<file path="config.mk">
export PLATFORM = sky130hd
export DESIGN_NAME = mem_arbiter_flat
export DESIGN_NICKNAME = d
export VERILOG_FILES = /design/src/rtl/mem_arbiter_if.sv /design/src/rtl/mem_arbiter.sv /design/src/flat_wrapper.sv
export SDC_FILE = /design/constraint.sdc
export NUM_CORES = 1
export LEC_CHECK = 0
export CAP_MARGIN = 10
export CORE_MARGIN = 1
export CORE_UTILIZATION = 63
export DETAILED_ROUTE_END_ITERATION = 6
export DONT_BUFFER_PORTS = 1
export GPL_TIMING_DRIVEN = 0
export PLACE_DENSITY = 0.89
export SLEW_MARGIN = 30
export SYNTH_ARGS = -nofsm -noshare
export SYNTH_HDL_FRONTEND = slang
export SYNTH_SLANG_ARGS = --single-unit
</file>
<file path="constraint.sdc">
create_clock -name clk -period 2.33 [get_ports clk]
set_clock_uncertainty 0.1 [all_clocks]
set_input_delay 0.466 -clock clk [delete_from_list [all_inputs] [get_ports clk]]
set_output_delay 0.466 -clock clk [all_outputs]
set_load 0.05 [all_outputs]
</file>
<file path="src/rtl/mem_arbiter_if.sv">
// Requester and memory-side signal bundle for mem_arbiter.
// Defining MEM_ARB_STATS_EN adds the grant/stall statistics outputs.
interface mem_arbiter_if;
    logic        im_req;
    logic [9:0]  im_addr;
    logic [31:0] im_rdata;
    logic        im_ack;
    logic        dm_req;
    logic        dm_write;
    logic [11:0] dm_addr;
    logic [31:0] dm_wdata;
    logic [31:0] dm_rdata;
    logic        dm_ack;
    logic        mem_enable;
    logic        mem_read;
    logic        mem_write;
    logic [11:0] mem_address;
    logic [31:0] mem_in;
    logic [31:0] mem_out;
    logic        busy;
`ifdef MEM_ARB_STATS_EN
    logic [15:0] stat_im_grants;
    logic [15:0] stat_dm_grants;
    logic [15:0] stat_stall_cycles;
`else
    // Statistics outputs are not present in this build.
`endif

    modport slave (
        input  im_req, im_addr, dm_req, dm_write, dm_addr, dm_wdata, mem_out,
        output im_rdata, im_ack, dm_rdata, dm_ack, mem_enable, mem_read, mem_write,
        output mem_address, mem_in, busy
`ifdef MEM_ARB_STATS_EN
        , output stat_im_grants, stat_dm_grants, stat_stall_cycles
`endif
    );

    modport master (
        output im_req, im_addr, dm_req, dm_write, dm_addr, dm_wdata, mem_out,
        input  im_rdata, im_ack, dm_rdata, dm_ack, mem_enable, mem_read, mem_write,
        input  mem_address, mem_in, busy
`ifdef MEM_ARB_STATS_EN
        , input stat_im_grants, stat_dm_grants, stat_stall_cycles
`endif
    );
endinterface

</file>
<file path="src/rtl/mem_arbiter.sv">
// Shares one fixed-latency single-port memory between instruction fetch and data access.
// Data has priority; a starvation counter forces fetch through. MEM_ARB_STATS_EN adds counters.
module mem_arbiter #(
    parameter int unsigned MEM_LATENCY  = 1,
    parameter int unsigned STARVE_LIMIT = 4,
    parameter logic [11:0] IM_BASE      = 12'h000
) (
    input logic          clk,
    input logic          rst,
    mem_arbiter_if.slave bus
);
    typedef enum logic [1:0] {StIdle, StAccess, StResp} state_e;

    localparam logic [3:0] LatInit   = 4'(MEM_LATENCY - 1);
    localparam logic [3:0] StarveMax = 4'(STARVE_LIMIT);

    state_e      state_q, state_d;
    logic [3:0]  lat_q, lat_d;
    logic [3:0]  starve_q, starve_d;
    logic        gnt_im_q, gnt_im_d;
    logic        write_q, write_d;
    logic [11:0] addr_q, addr_d;
    logic [31:0] wdata_q, wdata_d;
    logic [31:0] im_rdata_q, im_rdata_d;
    logic [31:0] dm_rdata_q, dm_rdata_d;

    logic force_im, grant_im, grant_dm;

    always_comb begin
        force_im = bus.im_req && (starve_q == StarveMax);
        grant_dm = (state_q == StIdle) && bus.dm_req && !force_im;
        grant_im = (state_q == StIdle) && bus.im_req && !grant_dm;
    end

    always_comb begin
        state_d    = state_q;
        lat_d      = lat_q;
        starve_d   = starve_q;
        gnt_im_d   = gnt_im_q;
        write_d    = write_q;
        addr_d     = addr_q;
        wdata_d    = wdata_q;
        im_rdata_d = im_rdata_q;
        dm_rdata_d = dm_rdata_q;
        unique case (state_q)
            StIdle: begin
                if (grant_dm) begin
                    gnt_im_d = 1'b0;
                    write_d  = bus.dm_write;
                    addr_d   = bus.dm_addr;
                    wdata_d  = bus.dm_wdata;
                    lat_d    = LatInit;
                    state_d  = StAccess;
                end else if (grant_im) begin
                    gnt_im_d = 1'b1;
                    write_d  = 1'b0;
                    addr_d   = IM_BASE + {2'b00, bus.im_addr};
                    wdata_d  = '0;
                    lat_d    = LatInit;
                    state_d  = StAccess;
                end
                // Only DM grants that bypass a waiting fetch count toward starvation.
                if (!bus.im_req || grant_im) begin
                    starve_d = '0;
                end else if (grant_dm && starve_q != StarveMax) begin
                    starve_d = starve_q + 4'd1;
                end
            end
            StAccess: begin
                if (lat_q == 4'd0) begin
                    state_d = StResp;
                    if (gnt_im_q) begin
                        im_rdata_d = bus.mem_out;
                    end else if (!write_q) begin
                        dm_rdata_d = bus.mem_out;
                    end
                end else begin
                    lat_d = lat_q - 4'd1;
                end
            end
            StResp: begin
                state_d = StIdle;
            end
            default: begin
                state_d = StIdle;
            end
        endcase
    end

    always_ff @(posedge clk) begin
        if (rst) begin
            state_q    <= StIdle;
            lat_q      <= '0;
            starve_q   <= '0;
            gnt_im_q   <= 1'b0;
            write_q    <= 1'b0;
            addr_q     <= '0;
            wdata_q    <= '0;
            im_rdata_q <= '0;
            dm_rdata_q <= '0;
        end else begin
            state_q    <= state_d;
            lat_q      <= lat_d;
            starve_q   <= starve_d;
            gnt_im_q   <= gnt_im_d;
            write_q    <= write_d;
            addr_q     <= addr_d;
            wdata_q    <= wdata_d;
            im_rdata_q <= im_rdata_d;
            dm_rdata_q <= dm_rdata_d;
        end
    end

    logic in_access, in_resp;
    assign in_access = (state_q == StAccess);
    assign in_resp   = (state_q == StResp);

    assign bus.mem_enable  = in_access;
    assign bus.mem_read    = in_access && !write_q;
    assign bus.mem_write   = in_access && write_q;
    assign bus.mem_address = in_access ? addr_q : 12'h000;
    assign bus.mem_in      = (in_access && write_q) ? wdata_q : 32'h0;
    assign bus.im_ack      = in_resp && gnt_im_q;
    assign bus.dm_ack      = in_resp && !gnt_im_q;
    assign bus.busy        = (state_q != StIdle);
    assign bus.im_rdata    = im_rdata_q;
    assign bus.dm_rdata    = dm_rdata_q;

`ifdef MEM_ARB_STATS_EN
    logic [15:0] stat_im_q, stat_dm_q, stat_stall_q;
    logic        im_waiting, dm_waiting;

    // A requester is in service from its first ACCESS cycle through its RESP cycle.
    assign im_waiting = bus.im_req && !grant_im && !((state_q != StIdle) && gnt_im_q);
    assign dm_waiting = bus.dm_req && !grant_dm && !((state_q != StIdle) && !gnt_im_q);

    always_ff @(posedge clk) begin
        if (rst) begin
            stat_im_q    <= '0;
            stat_dm_q    <= '0;
            stat_stall_q <= '0;
        end else begin
            if (grant_im && stat_im_q != 16'hFFFF) begin
                stat_im_q <= stat_im_q + 16'd1;
            end
            if (grant_dm && stat_dm_q != 16'hFFFF) begin
                stat_dm_q <= stat_dm_q + 16'd1;
            end
            if ((im_waiting || dm_waiting) && stat_stall_q != 16'hFFFF) begin
                stat_stall_q <= stat_stall_q + 16'd1;
            end
        end
    end

    assign bus.stat_im_grants    = stat_im_q;
    assign bus.stat_dm_grants    = stat_dm_q;
    assign bus.stat_stall_cycles = stat_stall_q;
`else
    // Statistics counters are not built.
`endif
endmodule

</file>
<file path="src/flat_wrapper.sv">
// flat-port wrapper written by rule: the top's interface ports become plain ports
module mem_arbiter_flat 
#(
    parameter int unsigned MEM_LATENCY  = 1,
    parameter int unsigned STARVE_LIMIT = 4,
    parameter logic [11:0] IM_BASE      = 12'h000
)
  (clk, rst, bus_im_req, bus_im_addr, bus_dm_req, bus_dm_write, bus_dm_addr, bus_dm_wdata, bus_mem_out, bus_im_rdata, bus_im_ack, bus_dm_rdata, bus_dm_ack, bus_mem_enable, bus_mem_read, bus_mem_write, bus_mem_address, bus_mem_in, bus_busy);
  mem_arbiter_if bus_i ();
  input logic clk;
  input logic rst;
  input wire logic [$bits(bus_i.im_req)-1:0] bus_im_req;
  input wire logic [$bits(bus_i.im_addr)-1:0] bus_im_addr;
  input wire logic [$bits(bus_i.dm_req)-1:0] bus_dm_req;
  input wire logic [$bits(bus_i.dm_write)-1:0] bus_dm_write;
  input wire logic [$bits(bus_i.dm_addr)-1:0] bus_dm_addr;
  input wire logic [$bits(bus_i.dm_wdata)-1:0] bus_dm_wdata;
  input wire logic [$bits(bus_i.mem_out)-1:0] bus_mem_out;
  output wire logic [$bits(bus_i.im_rdata)-1:0] bus_im_rdata;
  output wire logic [$bits(bus_i.im_ack)-1:0] bus_im_ack;
  output wire logic [$bits(bus_i.dm_rdata)-1:0] bus_dm_rdata;
  output wire logic [$bits(bus_i.dm_ack)-1:0] bus_dm_ack;
  output wire logic [$bits(bus_i.mem_enable)-1:0] bus_mem_enable;
  output wire logic [$bits(bus_i.mem_read)-1:0] bus_mem_read;
  output wire logic [$bits(bus_i.mem_write)-1:0] bus_mem_write;
  output wire logic [$bits(bus_i.mem_address)-1:0] bus_mem_address;
  output wire logic [$bits(bus_i.mem_in)-1:0] bus_mem_in;
  output wire logic [$bits(bus_i.busy)-1:0] bus_busy;
  assign bus_i.im_req = bus_im_req;
  assign bus_i.im_addr = bus_im_addr;
  assign bus_i.dm_req = bus_dm_req;
  assign bus_i.dm_write = bus_dm_write;
  assign bus_i.dm_addr = bus_dm_addr;
  assign bus_i.dm_wdata = bus_dm_wdata;
  assign bus_i.mem_out = bus_mem_out;
  assign bus_im_rdata = bus_i.im_rdata;
  assign bus_im_ack = bus_i.im_ack;
  assign bus_dm_rdata = bus_i.dm_rdata;
  assign bus_dm_ack = bus_i.dm_ack;
  assign bus_mem_enable = bus_i.mem_enable;
  assign bus_mem_read = bus_i.mem_read;
  assign bus_mem_write = bus_i.mem_write;
  assign bus_mem_address = bus_i.mem_address;
  assign bus_mem_in = bus_i.mem_in;
  assign bus_busy = bus_i.busy;
  mem_arbiter #(.MEM_LATENCY(MEM_LATENCY), .STARVE_LIMIT(STARVE_LIMIT), .IM_BASE(IM_BASE)) u_core (.clk(clk), .rst(rst), .bus(bus_i));
endmodule
</file>
* Yosys cells after proc, flatten, opt, wreduce, memory -nomap -nowiden
Index checks and enable logic that the tools add are counted.
** Word-level totals
- Output and inout bits :: 114
- Input port bits :: 91
- Bits in registers :: 120
** Cells by class
- Bitwise logic cells :: 2
- Reduce and logical (&&, ||, !) cells :: 28
- $add $sub $neg :: 2
- Multiplexer cells :: 20
- Eq/ne operators :: 7
** Operator list (count)
- $mux W32 :: 3
- $mux W12 :: 3
- $mux W4 :: 5
- $logic_and A1 B1 Y1 :: 10
- $pmux W4 S2 :: 1
- $reduce_bool A2 Y1 :: 4
- $mux W2 :: 3
- $reduce_and A2 Y1 :: 3
- $reduce_and A3 Y1 :: 2
- $logic_not A1 Y1 :: 5
- $add A4 B1 Y4 const B :: 1
- $eq A4 B3 Y1 const B :: 1
- $logic_not A4 Y1 :: 1
- $mux W1 :: 4
- $ne A2 B2 Y1 const B :: 2
- $ne A4 B3 Y1 const B :: 1
- $pmux W2 S2 :: 1
- $reduce_and A4 Y1 :: 1
- $sub A4 B1 Y4 const B :: 1
- $ne A3 B1 Y1 const B :: 1
- $eq A2 B1 Y1 const B :: 1
- $eq A2 B2 Y1 const B :: 1
- $logic_not A2 Y1 :: 1
- $not A1 Y1 :: 2
- $logic_or A1 B1 Y1 :: 1

* Logic depth before layout (Yosys ltp)
Gate-level depths: netlist of the first run.
- Word-level depth :: 9
- Gate-level depth with buffers :: 7
- Depth with buffers taken out :: 5

* Least setup slack after synthesis of the first run
OpenSTA, ideal clock, no wires.
- Kind :: flip-flop to output port
- Start point :: register u_core.state_q[1]
- End point :: output bus_dm_ack
- Path buffers :: 1
- Arrival time :: 1.805 ns
- Setup slack :: -0.041 ns
- Cell stages (with the launch flop) :: 3
- Cell sequence :: dfxtp_1 -> clkbuf_1 -> nor3b_1
** Between the ends
- Longest elaborated chain between the ends :: 2
** RTL lines
- start: declaration :: line mem_arbiter.sv:17 : state_e state_q, state_d;
- start signal: assignment :: line mem_arbiter.sv:92 : state_q <= StIdle;
- start signal: assignment :: line mem_arbiter.sv:102 : state_q <= state_d;
- $eq A2 B2 Y1 :: line mem_arbiter.sv:116 : assign in_resp = (state_q == StResp);
- $logic_and A1 B1 Y1 :: line mem_arbiter.sv:124 : assign bus.dm_ack = in_resp && !gnt_im_q;
- end: declaration :: line flat_wrapper.sv:22 : output wire logic [$bits(bus_i.dm_ack)-1:0] bus_dm_ack;
Every way passes these cells.

* Final worst setup path of the first run
- Start point :: register u_core.state_q[1]
- End point :: output bus_mem_in[16]
** Between the ends
- Longest elaborated chain between the ends :: 3
** RTL lines
- $eq A2 B1 Y1 :: line mem_arbiter.sv:115 : assign in_access = (state_q == StAccess);
- $logic_and A1 B1 Y1 :: line mem_arbiter.sv:122 : assign bus.mem_in = (in_access && write_q) ? wdata_q : 32'h0;
- $mux W32 :: line mem_arbiter.sv:122
- end: declaration :: line flat_wrapper.sv:27 : output wire logic [$bits(bus_i.mem_in)-1:0] bus_mem_in;
Every way passes these cells.

==> flow_metrics.py, run 1 <==
metrics = {
    "timing": {
        "tightest_slew_ps": 710,
        "fmax_mhz": 439,
        "setup_viol": 0,
        "final.setup.tns_ps": 0,
        "finalCritPeriodShare_pct": 97.8,
        "timing.final.crit_period_ps": 2280,
        "relSlewSlack_pct": 52.5,
        "final-hold-violation-count": 0,
        "rsz0062_at_grt": "yes",
        "slew_violations": 0,
        "postLayoutSetupSlackWorst_ps": 51.0,
    },
    "finish": {
        "layout-drive-gt1-share_pct": 15.8,
        "n_antenna_cell": 0,
        "final_cell_mix": "117 x dfxtp_1, 80 x a21oi_1, 79 x nand3_1, 75 x o21ai_1, 65 x nand2b_1",
        "final_core_utilization_pct": 80.2,
        "area_growth_pct": 22.8,
        "nets": 781,
        "final_common_cell": "dfxtp_1",
        "fin_cells": 803,
        "nFillCells": 520,
    },
    "placement": {
        "pre_cts_ws_ps": -239,
        "dp_hpwl_um": 11000,
        "place_inst": 742,
        "port_buffers": 0,
        "gp_congestion": 0.848,
    },
    "worst_setup_path": {
        "crit_type": "flip-flop to primary output",
        "start_kind": "flip-flop",
        "crit_fanout": 10,
        "crit_required_ps": 1760,
        "arrival_ps": 1710,
        "critPathCaptureType": "primary output",
    },
    "global_route": {
        "grt_pass1_wl_um": 25800,
        "antenna_found_initial": 0,
        "overflow": 0,
        "grt_max_degree": 17,
        "grt_pass1_vias": 5217,
        "grt.total_usage_pct": 37.7,
    },
    "floorplan": {
        "start_util_pct": 65.3,
        "die_h_um": 94.5,
        "die_x_um": 94.5,
        "core_area_mm2": 0.00826,
        "ios": 205,
        "rows": 33,
        "die_area_mm2": 0.00894,
    },
    "pwr": {
        "ir_worst_vdd_uv": 760,
        "pwr-share-seq_pct": 44.0,
        "p_sw_share_pct": 31.4,
        "clockPowerShare_pct": 42.1,
        "fin_total_pwr_mw": 5.72,
        "p_leak_nw": 2.35,
        "p_int_mw": 3.93,
        "power_density_mw_per_mm2": 864,
        "p_comb_share_pct": 13.9,
        "power_switching_mw": 1.80,
    },
    "cts": {
        "htreeDepth": 4,
        "cts.sinks": 120,
        "cts.path.max_buffers": 2,
        "clk_latency_ps": 500,
        "root_buffer": "clkbuf_8",
        "cts_tree": "yes",
        "numCtsBuffers": 17,
        "clk_pin_slew_ps": 60,
    },
    "synthesis": {
        "synth_compound_area_share_pct": 17.7,
        "ys_warn_count": 0,
        "synth_cell_types": 34,
        "synth-simple-area-share_pct": 24.7,
        "synth_top_family_by_area": "simple AND/OR/NAND/NOR gates",
        "syn_avg_cell_area_um2": 8.47,
        "synthMuxAreaShare_pct": 6.31,
        "synthAdderAreaFrac_pct": 0.928,
        "syn_inst": 637,
        "syn_area_mm2": 0.00539,
        "ys_seq_area_share_pct": 44.5,
        "synth_xor_area_share_pct": 0,
        "synth-seq-cells": 120,
        "syn_nets": 732,
    },
    "detailed_routing": {
        "drtAntennaViolNets": 0,
        "wl_per_cell_um": 21.6,
        "vias_per_cell": 6.63,
        "num_vias": 5326,
        "drtIter0Drc": 350,
        "dr.pass1.iters": 5,
        "routed_wl_um": 17400,
        "drc_errors": 0,
    },
    "job": {
        "maxCapViolations": 0,
    },
    "outcome": {
        "outcome": "finished clean",
    },
    "worst_hold_path": {
        "hold_class": "input pin to flip-flop",
    },
}
==> logic make-up after synthesis <==
group | after synthesis
buffers and inverters | 75
DFF | 120
and+or+nand+nor | 227
muxes | 34
AOI/OAI and AO/OA | 177
adders and majority gates | 4
==> critical path: stages, from the launching register on <==
cell and delay, ps:
dfxtp_2 340, nand2b_4 160, inv_2 60, clkbuf_8 160, clkbuf_8 170, and3_4 300
==> flip-flops by register name, indices dropped and copies added (netlist names) <==
register and cells:
u_core.starve_q 4, u_core.write_q 1, u_core.bus.dm_rdata 32, u_core.addr_q 12, u_core.state_q 2, u_core.lat_q 4, u_core.wdata_q 32, u_core.bus.im_rdata 32
u_core.gnt_im_q 1
==> per-layer routing <==
metal	track usage, %	up-vias	share of wire, %
li1	-	2365	-
met1	40.5	2524	36
met5	0	-	0
met3	14.3	81	10
met2	63.8	356	49
met4	21.0	0	4.1
==> final timing paths <==
path / start / depth (start not counted) / to / slack [ps]
max reg2reg: u_core.lat_q[0] / 8 / u_core.bus.dm_rdata[16] / 80
min reg2reg: u_core.wdata_q[28] / 2 / u_core.wdata_q[28] / 380
max: u_core.state_q[1] / 5 / bus_mem_in[16] / 50
min: bus_mem_out[11] / 2 / u_core.bus.im_rdata[11] / 10
==> power by group through the flow <==
stage | sequential (mW) | clock [mW] | combinational (mW)
after global placement | 2.53 | 0 | 0.634
after global routing | 2.53 | 2.50 | 0.849
after floorplan | 2.51 | 0 | 0.534
after detailed placement | 2.54 | 0 | 0.666
final | 2.52 | 2.41 | 0.794
after CTS | 2.51 | 2.39 | 0.747
==> area by class of cell <==
| type | instances | area (um^2) | share of cell area, % |
|---|---|---|---|
| multi-input cells | 442 | 2870 | 43.4 |
| flip-flops and latches | 120 | 2410 | 36.3 |
| clock buffers | 19 | 432 | 6.52 |
| plain buffers | 65 | 342 | 5.16 |
| repair buffers | 31 | 300 | 4.53 |
| well taps | 105 | 131 | 1.98 |
| clock inverters | 12 | 104 | 1.57 |
| inverters | 9 | 33.8 | 0.510 |
==> stage by stage <==
| step | hold slack [ps] | cell area [um^2] |
|---|---|---|
| after floorplan | 354 | 5400 |
| after detailed placement | 367 | 5530 |
| after global placement | 362 | 5530 |
| final | 11.7 | 6620 |
| after global routing | 0.272 | 6620 |
| after CTS | 0.0532 | 6550 |
==> repair_timing <==
item,4_1_cts,5_1_grt
pin swaps,7,8
gates resized for setup,106,12
hold buffers,24,3
endpoints found under the setup margin,50,95
buffers inserted,0,4
endpoints found under the hold margin,24,3
==> cell usage after synthesis (all sizes together) <==
library cell | count | area, um^2
and2 | 14 | 87.6
and4b | 1 | 10.0
o21ai | 77 | 385
and3 | 32 | 200
inv | 9 | 33.8
a311oi | 10 | 87.6
nor3b | 3 | 22.5
nand4 | 2 | 12.5
nor2 | 7 | 26.3
nand3 | 79 | 395
nand4b | 4 | 35.0
dfxtp | 120 | 2400
nand2b | 66 | 413
a211oi | 3 | 22.5
nor4 | 1 | 21.3
mux2i | 34 | 340
a21oi | 80 | 400
a2111oi | 1 | 8.76
nand3b | 2 | 15.0
o32ai | 4 | 35.0
or2 | 1 | 6.26
nor3 | 3 | 15.0
a31oi | 2 | 12.5
nand2 | 5 | 18.8
ha | 4 | 50.1
or3 | 3 | 18.8
clkbuf | 51 | 191
buf | 15 | 91.3
and3b | 2 | 17.5
or3b | 2 | 17.5
(Power assumes the default switching activity.)
==> run 2: changes to the inputs <==
Settings changed: SKIP_CTS_REPAIR_TIMING from default to 1.
==> run 2 against run 1 <==
Compared with the run above: total power fell by 0.54%; final cell count fell by 0.12%; register-to-register slack gained 70 ps; fmax is 0.36% lower.
==> flow_metrics.py, run 2 (synthesized netlist as in run 1, its figures left out) <==
metrics = {
    "detailed_routing": {
        "wl_per_cell_um": 20.8,
        "routed_wl_um": 16700,
        "drtAntennaViolNets": 0,
        "drtIter0Drc": 395,
        "dr.pass1.iters": 5,
        "drc_errors": 0,
        "vias_per_cell": 6.49,
        "num_vias": 5205,
    },
    "finish": {
        "final_cell_mix": "118 x dfxtp_1, 80 x a21oi_1, 79 x nand3_1, 75 x o21ai_1, 65 x nand2b_1",
        "stdcell_area_mm2": 0.00659,
        "layout-drive-gt1-share_pct": 15.5,
        "final_common_cell": "dfxtp_1",
        "nets": 780,
        "area_growth_pct": 22.2,
        "final_core_utilization_pct": 79.8,
        "nFillCells": 543,
        "n_antenna_cell": 0,
    },
    "worst_setup_path": {
        "cpMaxStageDelayCell": "dfxtp_1",
        "max_stage_delay_ps": 360,
        "arrival_ps": 1720,
        "crit_type": "flip-flop to primary output",
        "critPathCaptureType": "primary output",
        "cpLargestDelayFamily": "simple AND/OR/NAND/NOR gates",
        "reg2reg_from": "u_core.lat_q[0]",
        "crit_required_ps": 1760,
        "rr_endpoint": "u_core.bus.dm_rdata[29]",
        "reg2reg_slack_ps": 150,
        "reg2regPathDepth": 8,
        "crit_fanout": 10,
        "path_cells": "nand2b_4 -> inv_2 -> buf_6 -> buf_6 -> and3_4",
        "start_kind": "flip-flop",
        "path_common_cell": "buf_6",
        "critPathBufInv": 3,
    },
    "timing": {
        "timing.final.crit_period_ps": 2290,
        "postLayoutSetupSlackWorst_ps": 42.7,
        "setup_viol": 0,
        "slew_violations": 0,
        "fmax_mhz": 437,
        "relSlewSlack_pct": 53.2,
        "finalCritPeriodShare_pct": 98.2,
        "final.setup.tns_ps": 0,
        "tightest_slew_ps": 700,
        "final-hold-violation-count": 0,
    },
    "floorplan": {
        "start_util_pct": 65.3,
        "die_h_um": 94.5,
        "die_x_um": 94.5,
        "ios": 205,
        "rows": 33,
        "die_area_mm2": 0.00894,
        "core_area_mm2": 0.00826,
    },
    "worst_hold_path": {
        "hold_end": "u_core.bus.im_rdata[19]",
        "hold_class": "input pin to flip-flop",
        "hold_start": "bus_mem_out[19]",
        "hold_depth": 2,
    },
    "pwr": {
        "fin_total_pwr_mw": 5.69,
        "ir_worst_vdd_uv": 709,
        "power_density_mw_per_mm2": 863,
        "p_leak_nw": 2.34,
    },
    "global_route": {
        "grt_pass1_vias": 4761,
        "antenna_found_initial": 0,
        "grt_pass1_wl_um": 22900,
        "grt.total_usage_pct": 33.2,
        "overflow": 0,
        "grt_max_degree": 17,
    },
    "cts": {
        "htreeDepth": 4,
        "numCtsBuffers": 17,
        "cts_tree": "yes",
        "cts.path.max_buffers": 2,
        "clk_pin_slew_ps": 60,
        "cts.sinks": 120,
        "root_buffer": "clkbuf_8",
        "clk_latency_ps": 510,
    },
    "placement": {
        "port_buffers": 0,
        "gp_congestion": 0.848,
        "dp_hpwl_um": 11000,
        "dpl_cell_area_mm2": 0.00553,
        "pre_cts_ws_ps": -239,
    },
    "job": {
        "maxCapViolations": 0,
    },
    "outcome": {
        "outcome": "finished clean",
    },
}
[run 2: cell type report]
type                       instances  area (um^2)  area share [%]
clock buffer                      19          432            6.55
timing repair buffer              30          290            4.40
clock inverter                    12          104            1.58
tap                              105          131            1.99
multi-input combinational        442         2870            43.5
sequential                       120         2400            36.5
buffer                            65          327            4.95
inverter                           9         33.8           0.512
[run 2: power by group]
group | switching, mW | internal (mW) | total (mW)
Sequential | 0.319 | 2.20 | 2.51
Clock | 0.962 | 1.43 | 2.39
Combinational | 0.491 | 0.292 | 0.783
[run 2: through the flow]
stage               hold WS (ps)  std cells
detailed placement           367        742
CTS                        -12.1        773
floorplan                    354        637
global route               -2.50        802
finish                      2.27        802
global placement             362        742
[run 2: worst max path at each step]
stage	start	to	slack, ps	cells past startpoint
after CTS	u_core.state_q[1]	bus_mem_in[26]	-770	5
after detailed placement	u_core.state_q[1]	bus_mem_in[26]	-240	5
after global routing	u_core.state_q[1]	bus_mem_in[14]	-9	5
after floorplan	u_core.state_q[1]	bus_mem_address[0]	60	4
final	u_core.state_q[1]	bus_mem_in[14]	40	5
after global placement	u_core.state_q[1]	bus_mem_in[26]	-220	5
[run 2: metal layers]
metal  vias up  global-route usage, %  wire length, um
met5         -                      0                0
met4         0                   14.1              486
met2       351                   57.4             8410
li1       2353                      -                -
met1      2447                   36.5             6020
met3        54                   12.2             1760
==> run 3: changes to the inputs <==
Settings changed: CORE_UTILIZATION 63 to 64, CTS_BUF_LIST from default to sky130_fd_sc_hd__clkbuf_8, PLACE_DENSITY 0.89 to 0.9, SETUP_SLACK_MARGIN from default to 0.5.
==> run 3 against run 2 <==
Compared with the run above: register-to-register slack improved by 70 ps; combinational power rose by 10%; count of clock-buffer cells in the layout fell by 2; final area rose by 0.17%; sequential power barely moved; routed wire length fell by 1.1%; total power fell by 9.2%.
==> flow_metrics.py, run 3 (synthesized netlist as in run 1, its figures left out) <==
metrics = {
    "outcome": {
        "outcome": "finished clean",
    },
    "timing": {
        "rsz0062_at_grt": "yes",
        "slew_violations": 0,
        "finalCritPeriodShare_pct": 93.2,
        "tightest_slew_ps": 671,
        "holdWs_ps": 68.2,
        "relSlewSlack_pct": 55.1,
        "final-hold-violation-count": 0,
        "timing.final.crit_period_ps": 2170,
        "fmax_mhz": 461,
        "setup_viol": 0,
        "postLayoutSetupSlackWorst_ps": 159,
    },
    "detailed_routing": {
        "routed_wl_um": 16500,
        "dr.pass1.iters": 5,
        "drtIter0Drc": 360,
        "drtAntennaViolNets": 0,
        "vias_per_cell": 6.48,
        "num_vias": 5140,
        "drc_errors": 0,
        "wl_per_cell_um": 20.8,
    },
    "finish": {
        "final_common_cell": "dfxtp_1",
        "final_cell_mix": "116 x dfxtp_1, 80 x a21oi_1, 79 x nand3_1, 69 x o21ai_1, 65 x nand2b_1",
        "area_growth_pct": 22.4,
        "n_antenna_cell": 0,
        "nFillCells": 485,
        "layout-drive-gt1-share_pct": 22.1,
        "nets": 770,
        "stdcell_area_mm2": 0.00660,
    },
    "pwr": {
        "fin_total_pwr_mw": 5.17,
        "power_switching_mw": 1.75,
        "power_density_mw_per_mm2": 783,
        "pwr-share-seq_pct": 48.6,
        "p_comb_share_pct": 16.7,
        "p_int_mw": 3.41,
        "p_leak_nw": 2.34,
        "clockPowerShare_pct": 34.7,
        "ir_worst_vdd_uv": 450,
        "p_sw_share_pct": 33.9,
    },
    "worst_hold_path": {
        "hold_start": "bus_dm_wdata[16]",
        "hold_class": "input pin to flip-flop",
    },
    "placement": {
        "dpl_cell_area_mm2": 0.00571,
        "pre_cts_ws_ps": 175,
        "dp_hpwl_um": 10600,
        "port_buffers": 0,
        "gp_congestion": 0.840,
    },
    "cts": {
        "cts.path.max_buffers": 2,
        "cts.sinks": 120,
        "clk_pin_slew_ps": 90,
        "numCtsBuffers": 17,
        "cts_tree": "yes",
        "htreeDepth": 4,
        "root_buffer": "clkbuf_8",
        "clk_latency_ps": 430,
    },
    "worst_setup_path": {
        "reg2reg_from": "u_core.lat_q[0]",
        "reg2reg_slack_ps": 220,
        "arrival_ps": 1600,
        "critPathCaptureType": "primary output",
        "cpMaxStageDelayCell": "dfxtp_4",
        "cp.depth": 5,
        "max_stage_delay_ps": 370,
        "critPathBufInv": 3,
        "rr_endpoint": "u_core.bus.dm_rdata[12]",
        "reg2regPathDepth": 8,
        "path_cells": "nand2b_4 -> clkinv_4 -> buf_12 -> buf_8 -> and3_4",
        "cpLargestDelayFamily": "simple AND/OR/NAND/NOR gates",
        "crit_required_ps": 1760,
        "start_kind": "flip-flop",
        "cp-endpoint": "bus_mem_in[13]",
        "crit_type": "flip-flop to primary output",
        "startpoint": "u_core.state_q[1]",
        "crit_fanout": 10,
    },
    "global_route": {
        "grt_pass1_wl_um": 22100,
        "grt.total_usage_pct": 32.4,
        "overflow": 0,
        "grt_pass1_vias": 4603,
        "antenna_found_initial": 0,
        "grt_max_degree": 17,
    },
    "floorplan": {
        "core_area_mm2": 0.00818,
        "rows": 33,
        "die_area_mm2": 0.00880,
        "ios": 205,
        "start_util_pct": 66.0,
        "die_h_um": 93.8,
        "die_x_um": 93.8,
    },
    "job": {
        "maxCapViolations": 0,
    },
}
run 3: cell count changes in the layout (fill, tap and decap cells not counted), moves of 6 or more:
| cell | previous run | this run |
|---|---|---|
| and3_2 | 7 | 1 |
| and3_4 | 25 | 31 |
| clkbuf_1 | 40 | 28 |
| clkbuf_16 | 16 | 6 |
| clkbuf_8 | 2 | 17 |
| clkinv_4 | 2 | 8 |
| dlygate4sd3_1 | 26 | 0 |
| o21ai_1 | 75 | 69 |
| o21ai_2 | 0 | 6 |
run 3: stage by stage:
stage	util [%]	setup TNS, ps	cells
floorplan	-	0	637
global placement	69.9	0	742
CTS	74.5	-8290	774
detailed placement	69.9	0	742
finish	80.8	0	793
global route	80.8	0	793
run 3: routing by layer:
| layer | track usage [%] | vias to the layer above | share of wire (%) |
|---|---|---|---|
| met2 | 56.8 | 325 | 50 |
| met5 | 0 | - | 0 |
| li1 | - | 2348 | - |
| met1 | 34.9 | 2418 | 35 |
| met4 | 15.3 | 0 | 3.0 |
| met3 | 10.9 | 49 | 12 |
run 3: worst min-delay path by stage:
stage	slack, ps	to	depth (start not counted)
after CTS	60	u_core.wdata_q[16]	2
after detailed placement	370	u_core.wdata_q[4]	2
after global placement	360	u_core.wdata_q[0]	2
final	70	u_core.wdata_q[16]	2
after global routing	40	u_core.wdata_q[16]	2
after floorplan	350	u_core.wdata_q[31]	2
run 3: layout make-up:
class | instances | area, um^2 | share of cell area [%]
tap | 105 | 131 | 1.99
timing repair buffer | 19 | 267 | 4.04
sequential | 120 | 2410 | 36.5
buffer | 66 | 434 | 6.57
multi-input combinational | 442 | 2950 | 44.6
inverter | 9 | 38.8 | 0.587
clock inverter | 15 | 144 | 2.18
clock buffer | 17 | 234 | 3.54
run 3: power groups by stage:
stage	clock (mW)	combinational, mW	sequential (mW)
2_1_floorplan	0	0.561	2.52
3_3_place_gp	0	0.661	2.54
3_5_place_dp	0	0.684	2.55
4_1_cts	1.79	0.689	2.50
5_1_grt	1.91	0.920	2.53
6_report	1.79	0.863	2.51
